## src/rtl/uart_rx.sv

```systemverilog
// Unbuffered 8N1-style UART receiver: two-flop synchroniser, mid-bit sampling,
// stop-bit check, single-cycle valid / frame_err strobes. DATA_BITS must be >= 2.
module uart_rx #(
    parameter int CLOCKS_PER_BIT = 4,
    parameter int DATA_BITS      = 8
) (
    input  logic                 clk,
    input  logic                 rst_n,
    input  logic                 rx,
    output logic [DATA_BITS-1:0] data,
    output logic                 valid,
    output logic                 frame_err,
    output logic                 busy,
    output logic [2:0]           dbg_state
);

    localparam int BW = (CLOCKS_PER_BIT > 1) ? $clog2(CLOCKS_PER_BIT) : 1;
    localparam int NW = (DATA_BITS > 1) ? $clog2(DATA_BITS) : 1;
    localparam logic [BW-1:0] HALF     = BW'((CLOCKS_PER_BIT - 1) / 2);
    localparam logic [BW-1:0] LAST     = BW'(CLOCKS_PER_BIT - 1);
    localparam logic [NW-1:0] LAST_BIT = NW'(DATA_BITS - 1);

    typedef enum logic [2:0] {
        S_IDLE      = 3'd0,
        S_START     = 3'd1,
        S_DATA      = 3'd2,
        S_STOP      = 3'd3,
        S_WAIT_IDLE = 3'd4
    } state_t;

    state_t               r_state;
    logic                 r_sync1;
    logic                 r_sync2;
    logic [BW-1:0]        r_baud_cnt;
    logic [NW-1:0]        r_bit_cnt;
    logic [DATA_BITS-1:0] r_shift;
    logic [DATA_BITS-1:0] r_data;
    logic                 r_valid;
    logic                 r_frame_err;
    logic                 w_rx_s;

    assign w_rx_s = r_sync2;

    // Flow: strobes default low every cycle; each state leaves with baud_cnt cleared.
    always_ff @(posedge clk or negedge rst_n) begin
        if (!rst_n) begin
            r_state     <= S_IDLE;
            r_sync1     <= 1'b1;
            r_sync2     <= 1'b1;
            r_baud_cnt  <= '0;
            r_bit_cnt   <= '0;
            r_shift     <= '0;
            r_data      <= '0;
            r_valid     <= 1'b0;
            r_frame_err <= 1'b0;
        end else begin
            r_sync1     <= rx;
            r_sync2     <= r_sync1;
            r_valid     <= 1'b0;
            r_frame_err <= 1'b0;
            case (r_state)
                S_IDLE: begin
                    r_baud_cnt <= '0;
                    r_bit_cnt  <= '0;
                    if (!w_rx_s) r_state <= S_START;
                end
                S_START: begin
                    if (r_baud_cnt == HALF) begin
                        r_baud_cnt <= '0;
                        r_state    <= w_rx_s ? S_IDLE : S_DATA;
                    end else begin
                        r_baud_cnt <= r_baud_cnt + BW'(1);
                    end
                end
                S_DATA: begin
                    if (r_baud_cnt == LAST) begin
                        r_baud_cnt <= '0;
                        r_shift    <= {w_rx_s, r_shift[DATA_BITS-1:1]};
                        if (r_bit_cnt == LAST_BIT) begin
                            r_bit_cnt <= '0;
                            r_state   <= S_STOP;
                        end else begin
                            r_bit_cnt <= r_bit_cnt + NW'(1);
                        end
                    end else begin
                        r_baud_cnt <= r_baud_cnt + BW'(1);
                    end
                end
                S_STOP: begin
                    if (r_baud_cnt == LAST) begin
                        r_baud_cnt <= '0;
                        if (w_rx_s) begin
                            r_data  <= r_shift;
                            r_valid <= 1'b1;
                            r_state <= S_IDLE;
                        end else begin
                            r_frame_err <= 1'b1;
                            r_state     <= S_WAIT_IDLE;
                        end
                    end else begin
                        r_baud_cnt <= r_baud_cnt + BW'(1);
                    end
                end
                S_WAIT_IDLE: begin
                    // A break or stuck-low line must release before a new start is hunted.
                    r_baud_cnt <= '0;
                    if (w_rx_s) r_state <= S_IDLE;
                end
                default: begin
                    r_baud_cnt <= '0;
                    r_bit_cnt  <= '0;
                    r_state    <= S_IDLE;
                end
            endcase
        end
    end

    assign data      = r_data;
    assign valid     = r_valid;
    assign frame_err = r_frame_err;
    assign busy      = (r_state != S_IDLE);
    assign dbg_state = r_state;

endmodule

```

## config.mk

```make
export PLATFORM = sky130hd
export DESIGN_NAME = uart_rx
export DESIGN_NICKNAME = d
export VERILOG_FILES = /design/src/rtl/uart_rx.sv
export SDC_FILE = /design/constraint.sdc
export NUM_CORES = 1
export LEC_CHECK = 0
export CORE_MARGIN = 2
export CORE_UTILIZATION = 40
export CTS_CLUSTER_DIAMETER = 30
export CTS_CLUSTER_SIZE = 14
export DETAILED_ROUTE_END_ITERATION = 16
export GPL_ROUTABILITY_DRIVEN = 0
export MAX_ROUTING_LAYER = met4
export SYNTH_ARGS = -nofsm -noshare
export SYNTH_HDL_FRONTEND = slang
export SYNTH_SLANG_ARGS = --single-unit
```

## constraint.sdc

```tcl
create_clock -name clk -period 4.4 [get_ports clk]
set_input_delay 0.88 -clock clk [delete_from_list [all_inputs] [get_ports clk]]
set_output_delay 0.88 -clock clk [all_outputs]
set_load 0.005 [all_outputs]
```

==> results of run 1 <==
-- how the worst max path moves through the flow --
stage                          to  slack (ns)          from
final                        busy        1.80  dbg_state[0]
after global routing         busy        1.70  dbg_state[0]
after detailed placement  data[5]        2.14         rst_n
after global placement    data[5]        2.17         rst_n
after CTS                    busy        1.78  dbg_state[0]
after floorplan              busy        2.59  dbg_state[2]
-- layout make-up --
class / instances / area [um^2] / area share
Clock buffer: 4 / 26.3 / 0.0179
Inverter: 5 / 18.8 / 0.0128
Multi-Input combinational cell: 52 / 504 / 0.343
Sequential cell: 28 / 703 / 0.479
Tap cell: 33 / 41.3 / 0.0281
Timing Repair Buffer: 18 / 175 / 0.119
-- cell families (layout without fill, tap and decap cells) --
group | count (synthesis) | in the layout | share of synthesized area
flops | 28 | 28 | 0.562
mux | 19 | 19 | 0.206
simple gates | 19 | 19 | 0.0970
compound gates | 9 | 9 | 0.0500
buf+inv | 9 | 27 | 0.0350
fa+ha+maj | 5 | 5 | 0.0500
-- worst register-to-register path: cells and delay by family, from the launching register on --
kind,cells,cell delay [ns]
adders and majority gates,1,0.30
DFF,1,0.42
muxes,1,0.38
and+or+nand+nor,2,0.63
-- sequential cells by signal, indices dropped and copies added (netlist names) --
| name | flops |
|---|---|
| r_bit_cnt | 3 |
| r_sync1 | 1 |
| dbg_state | 3 |
| data | 8 |
| frame_err | 1 |
| r_shift | 8 |
| r_sync2 | 1 |
| valid | 1 |
| r_baud_cnt | 2 |
-- report_power, final --
part | leakage (nW) | internal (W) | total, W | switching [W]
logic | 0.326 | 0.000111 | 0.000178 | 0.0000670
clock network | 0.0150 | 0.0000355 | 0.000103 | 0.0000677
registers | 0.375 | 0.000298 | 0.000357 | 0.0000586
total | 0.715 | 0.000445 | 0.000638 | 0.000193
-- per-layer routing --
layer	routed length (um)	vias to the layer above
met3	90	2
met2	845	13
met5	0	-
met4	15	0
li1	-	350
met1	895	351
-- cell usage in the layout (no fill, tap or decap), types with 2 or more instances in the layout --
cell type,count
sky130_fd_sc_hd__buf_4,2
sky130_fd_sc_hd__mux2_2,5
sky130_fd_sc_hd__dfstp_2,2
sky130_fd_sc_hd__nor2_1,4
sky130_fd_sc_hd__ha_1,5
sky130_fd_sc_hd__dfrtp_1,26
sky130_fd_sc_hd__clkdlybuf4s50_1,16
sky130_fd_sc_hd__mux2_4,8
sky130_fd_sc_hd__clkbuf_4,3
sky130_fd_sc_hd__a21oi_1,4
sky130_fd_sc_hd__o2bb2ai_1,3
sky130_fd_sc_hd__nand2_1,5
sky130_fd_sc_hd__mux2_1,4
sky130_fd_sc_hd__inv_1,5
-- stage by stage --
stage	worst slack, ns	utilization
2_1_floorplan	2.59	-
3_3_place_gp	2.17	0.480
3_5_place_dp	2.14	0.480
4_1_cts	1.78	0.489
5_1_grt	1.70	0.489
6_report	1.80	0.489
==> impl_summary.log, run 1 <==
[metrics] origin of the critical flop-to-flop path: r_baud_cnt[0]
[metrics] initial cell density of the core: 0.417
[metrics] grt ovf: 0
[metrics] flop-to-flop setup slack: 2.57 ns
[metrics] fin crit share: 0.591
[metrics] Placed Instances: 136
[metrics] worst-case vdd ir drop: 0.230 mV
[metrics] number of buffers added by the clock tree synthesis step: 3
[metrics] result of the run: complete, no violations
[metrics] source-to-sink clock delay at the later pin of the worst-skew pair: 0.32 ns
[metrics] total negative setup slack: 0 ns
[metrics] std cell rows: 20
[metrics] number of standard cells in the layout, taps in and fillers out: 140
[metrics] I/O Buffers: 16
[metrics] vias per cell: 5.11
[metrics] x dimension of the die: 59.9 um
[metrics] worst stage delay on the critical path: 0.55 ns
[metrics] cell with the largest stage delay on the worst path: sky130_fd_sc_hd__dfrtp_1
[metrics] overall power after layout: 0.000638 W
[metrics] count of TritonRoute iterations in the first routing pass: 2
[metrics] kind of start point of the critical path: flip-flop
[metrics] number of antenna violations at the first check in global routing: 0
[metrics] root buffer selected by CTS: sky130_fd_sc_hd__clkbuf_4
[metrics] Seq cells post-synth: 28
[metrics] clock-pin slew of the registers on the worst-case setup and hold paths: 0.14 ns
[metrics] number of post-CTS setup repair buffers: 0
[metrics] dominant cells by area after synthesis: sky130_fd_sc_hd__dfrtp_1, sky130_fd_sc_hd__mux2_4, sky130_fd_sc_hd__ha_1
[metrics] H-tree Lvls: 1
[metrics] cts-stage hold buffer count: 0
[metrics] number of warnings reported in the yosys synthesis log: 0
[metrics] shortest clock period the worst path allows after layout: 2.60 ns
[metrics] global-route wire length before repair: 3200 um
[metrics] wire length per cell: 13.2 um
[metrics] Final Hold Vio Count: 0
[metrics] overall die height: 59.9 um
[metrics] required arrival time at the worst endpoint: 3.52 ns
[metrics] critical path peak fanout: 12
[metrics] setup repair after global routing missed its margin: false
[metrics] cell count after synthesis: 89
[metrics] Hold Crit Depth: 0
[metrics] Post-Synthesis Mean Instance Area: 14.1 um^2
[metrics] filler cell count in the final layout: 268
[metrics] top cell family by delay on the critical path: flip-flops
[metrics] sequence of cells on the critical path: or3_1, clkdlybuf4s50_1
[metrics] met3 capacity usage during global routing: 0.0519
[metrics] post-synthesis to final-layout area growth: 17.4%
[metrics] kind of critical path: flip-flop to output port
[metrics] fraction of met1 tracks used by global routing: 0.172
[metrics] Max clock buf depth: 2
[metrics] proportion of layout cells with a drive suffix above 1: 0.206
[metrics] initial DRC count: 7
[metrics] clock tree from TritonCTS: yes
[metrics] Distinct cells, synth: 28
[metrics] post-synthesis async set-or-reset flop share: 1.00
[metrics] most instantiated library cell after synthesis: sky130_fd_sc_hd__dfrtp_1
[metrics] number of resized instances in the post-cts repair step: 0
[metrics] arrival time of data at the critical path endpoint: 1.72 ns
[metrics] placeable core region: 0.00300 mm^2
[metrics] Synth area leader: sky130_fd_sc_hd__dfrtp_1
[metrics] GRT busiest layer: met1
[metrics] top_reg_cell synth: sky130_fd_sc_hd__dfrtp_1
[metrics] met2 track utilization from global routing: 0.168
[metrics] Rel. slew slack: 0.257
[metrics] EDFF count, synth: 0
[metrics] most frequent cells after synthesis: sky130_fd_sc_hd__dfrtp_1, sky130_fd_sc_hd__mux2_4
[metrics] Static Leak: 0.715 nW
[metrics] post-detailed-placement half-perimeter wirelength: 1300 um
[metrics] Net count, final: 116
[metrics] worst reg2reg endpoint: data[5]
[metrics] post-synth net total: 97
[metrics] GRT Overall Usage: 0.123
[metrics] element type at the critical path end: output port
[metrics] DRC Markers: 0
[metrics] number of cells on the worst reg-to-reg path: 4
[metrics] total via count after detailed routing: 716
[metrics] Die Outline Area: 0.00359 mm^2
[metrics] final number of max-transition violations: 0
[metrics] IO Pins: 17
[metrics] post-synthesis instance area: 0.00125 mm^2
[metrics] Final Cell Area: 0.00147 mm^2
[metrics] share of the synthesized area in the top cell type: 0.520
[metrics] Hold Slack: 0.365 ns
[metrics] Buf+Inv Stages, Crit Path: 1
[metrics] hold wc startpoint: r_sync1
[metrics] maxcap violations: 0
[metrics] worst hold path class: flip-flop to flip-flop
[metrics] number of global-route vias before repair: 672
[metrics] transition time at the pin with the least slew margin: 1.11 ns
[metrics] wire length reported by the detailed router: 1850 um
[metrics] worst clock skew on the final layout: 0.0145 ns
[metrics] P per Cell Area: 435 mW/mm^2
[metrics] share of synthesized area occupied by flip-flops and latches: 0.562
[metrics] diode count: 0
[metrics] number of antenna-violating nets in the routed design: 0
[metrics] largest net degree at the start of global routing: 27
[metrics] TritonCTS Sinks: 28
[metrics] Placement Cell Area: 0.00144 mm^2
[metrics] hold worst-path end: r_sync2
[metrics] final setup fails: 0
[metrics] number of stages on the worst setup path: 2
[metrics] upper clock frequency limit: 0.385 GHz
(Power assumes the default switching activity.)
==> inputs of run 2 (changes only) <==
clock period = 2.38 ns   (was 4.4 ns; I/O delays follow)
==> impl_summary.log, run 2 (same netlist as run 1, synthesis figures left out) <==
[metrics] result of the run: complete, no violations
[metrics] initial cell density of the core: 0.417 (unchanged)
[metrics] fin crit share: 0.930
[metrics] most common cell after layout, fill and taps aside: sky130_fd_sc_hd__dfrtp_1
[metrics] post-synthesis to final-layout area growth: 18.9%
[metrics] wire length reported by the detailed router: 1910 um (+3.4%)
[metrics] fraction of met1 tracks used by global routing: 0.185 (+0.0132)
[metrics] final number of max-transition violations: 0 (unchanged)
[metrics] global-route wire length before repair: 3410 um (+6.5%)
[metrics] kind of start point of the critical path: flip-flop
[metrics] I/O Buffers: 16 (unchanged)
[metrics] proportion of layout cells with a drive suffix above 1: 0.208 (+0.00194)
[metrics] root buffer selected by CTS: sky130_fd_sc_hd__clkbuf_4
[metrics] clock-pin slew of the registers on the worst-case setup and hold paths: 0.15 ns (about the same)
[metrics] element type at the critical path end: output port
[metrics] number of post-CTS setup repair buffers: 0 (unchanged)
[metrics] std cell rows: 20 (unchanged)
[metrics] worst hold path class: flip-flop to flip-flop
[metrics] critical path peak fanout: 12 (unchanged)
[metrics] met2 track utilization from global routing: 0.180 (+0.0124)
[metrics] worst reg2reg endpoint: data[4]
[metrics] number of antenna violations at the first check in global routing: 0 (unchanged)
[metrics] Worst Setup SP: dbg_state[0]
[metrics] shortest clock period the worst path allows after layout: 2.21 ns
[metrics] upper clock frequency limit: 0.452 GHz
[metrics] hold worst-path end: r_sync2
[metrics] required arrival time at the worst endpoint: 1.90 ns (-1.62 ns)
[metrics] x dimension of the die: 59.9 um (unchanged)
[metrics] most frequent cells in the layout: sky130_fd_sc_hd__dfrtp_1, sky130_fd_sc_hd__clkdlybuf4s50_1, sky130_fd_sc_hd__mux2_4
[metrics] post-detailed-placement half-perimeter wirelength: 1280 um (-1.6%)
[metrics] origin of the critical flop-to-flop path: r_baud_cnt[0]
[metrics] Static Leak: 0.724 nW (+1.1%)
[metrics] H-tree Lvls: 1 (unchanged)
[metrics] DRC Markers: 0 (unchanged)
[metrics] kind of critical path: flip-flop to output port
[metrics] number of cells on the worst reg-to-reg path: 4 (unchanged)
[metrics] largest net degree at the start of global routing: 29 (+7.4%)
[metrics] diode count: 0 (unchanged)
[metrics] Placement Cell Area: 0.00144 mm^2 (-0.52%)
[metrics] P per Cell Area: 872 mW/mm^2 (+100%)
[metrics] grt ovf: 0 (unchanged)
[metrics] source-to-sink clock delay at the later pin of the worst-skew pair: 0.32 ns (about the same)
[metrics] count of TritonRoute iterations in the first routing pass: 4 (+2)
[metrics] placeable core region: 0.00300 mm^2 (unchanged)
[metrics] number of antenna-violating nets in the routed design: 0 (unchanged)
[metrics] maxcap violations: 0 (unchanged)
[metrics] GRT busiest layer: met1
[metrics] flop-to-flop setup slack: 0.53 ns (-2.04 ns)
[metrics] Hold Crit Depth: 0 (unchanged)
[metrics] initial DRC count: 6 (-1)
[metrics] worst-case vdd ir drop: 0.336 mV (+46%)
[metrics] transition time at the pin with the least slew margin: 0.559 ns (-0.552 ns)
[metrics] overall power after layout: 0.00130 W (+100%)
[metrics] Die Outline Area: 0.00359 mm^2 (unchanged)
[metrics] IO Pins: 17 (unchanged)
[metrics] cts-stage hold buffer count: 0 (unchanged)
[metrics] final setup fails: 0 (unchanged)
[metrics] clock tree from TritonCTS: yes
[metrics] Max clock buf depth: 2 (unchanged)
[metrics] overall die height: 59.9 um (unchanged)
[metrics] wire length per cell: 13.7 um (+4.2%)
[metrics] GRT Overall Usage: 0.130 (+0.00683)
[metrics] Rel. slew slack: 0.628 (+0.370)
[metrics] sequence of cells on the critical path: or3_1, clkdlybuf4s50_1
[metrics] met3 capacity usage during global routing: 0.0260 (-0.0260)
[metrics] Net count, final: 115 (-0.86%)
[metrics] Final Cell Area: 0.00149 mm^2 (+1.3%)
[metrics] number of global-route vias before repair: 719 (+7.0%)
[metrics] setup repair after global routing missed its margin: false
[metrics] total via count after detailed routing: 731 (+2.1%)
[metrics] total negative setup slack: 0 ns (unchanged)
[metrics] worst clock skew on the final layout: 0.00217 ns (-0.0123 ns)
[metrics] cell with the largest stage delay on the worst path: sky130_fd_sc_hd__dfrtp_1
[metrics] vias per cell: 5.26 (+2.8%)
[metrics] arrival time of data at the critical path endpoint: 1.74 ns (+0.02 ns)
[metrics] worst stage delay on the critical path: 0.57 ns (+0.02 ns)
[metrics] Hold Slack: 0.368 ns (+0.00312 ns)
[metrics] Final Hold Vio Count: 0 (unchanged)
[metrics] number of resized instances in the post-cts repair step: 0 (unchanged)
[metrics] TritonCTS Sinks: 28 (unchanged)
[metrics] filler cell count in the final layout: 271 (+1.1%)
[metrics] hold wc startpoint: r_sync1
[metrics] number of buffers added by the clock tree synthesis step: 3 (unchanged)
-- run 2: cell count changes in the layout (fill, tap and decap cells not counted) --
cell,before,now
sky130_fd_sc_hd__buf_4,2,1
sky130_fd_sc_hd__bufinv_16,0,1
sky130_fd_sc_hd__clkbuf_1,1,0
-- run 2: worst max path at each step --
stage | end | slack, ns | cells after the start
after global routing | busy | 0.08 | 2
final | busy | 0.17 | 2
after global placement | busy | 0.56 | 2
after detailed placement | busy | 0.54 | 2
after floorplan | data[0] | 0.84 | 5
after CTS | busy | 0.15 | 2
-- run 2: routing by layer --
metal	up-vias	wire length (um)	share of wire
li1	350	-	-
met1	364	954	0.50
met2	15	852	0.45
met4	0	15	0.0079
met5	-	0	0
met3	2	88	0.046
-- run 2: worst max-delay path, delay by kind of cell, from the launching register on --
family                 cells  cell delay [ns]
flip-flops                 1             0.57
buffers and inverters      1             0.45
AND/OR/NAND/NOR            1             0.40
-- run 2: cell type report --
| type | instances | area [um^2] | area share |
|---|---|---|---|
| repair buffers | 17 | 168 | 0.113 |
| multi-input cells | 52 | 504 | 0.339 |
| clock inverters | 1 | 30.0 | 0.0202 |
| well taps | 33 | 41.3 | 0.0278 |
| clock buffers | 3 | 22.5 | 0.0151 |
| inverters | 5 | 18.8 | 0.0126 |
| flip-flops and latches | 28 | 703 | 0.473 |
-- run 2: where the power goes --
group / switching (W) / internal [W]
clock network: 0.000137 / 0.000170
logic: 0.000126 / 0.000205
registers: 0.000109 / 0.000552
-- run 2: through the flow --
step	worst slack [ns]	std cells	utilization
after floorplan	0.842	89	-
after global placement	0.556	135	0.478
after detailed placement	0.542	135	0.478
after CTS	0.152	139	0.495
after global routing	0.0835	139	0.495
final	0.166	139	0.495
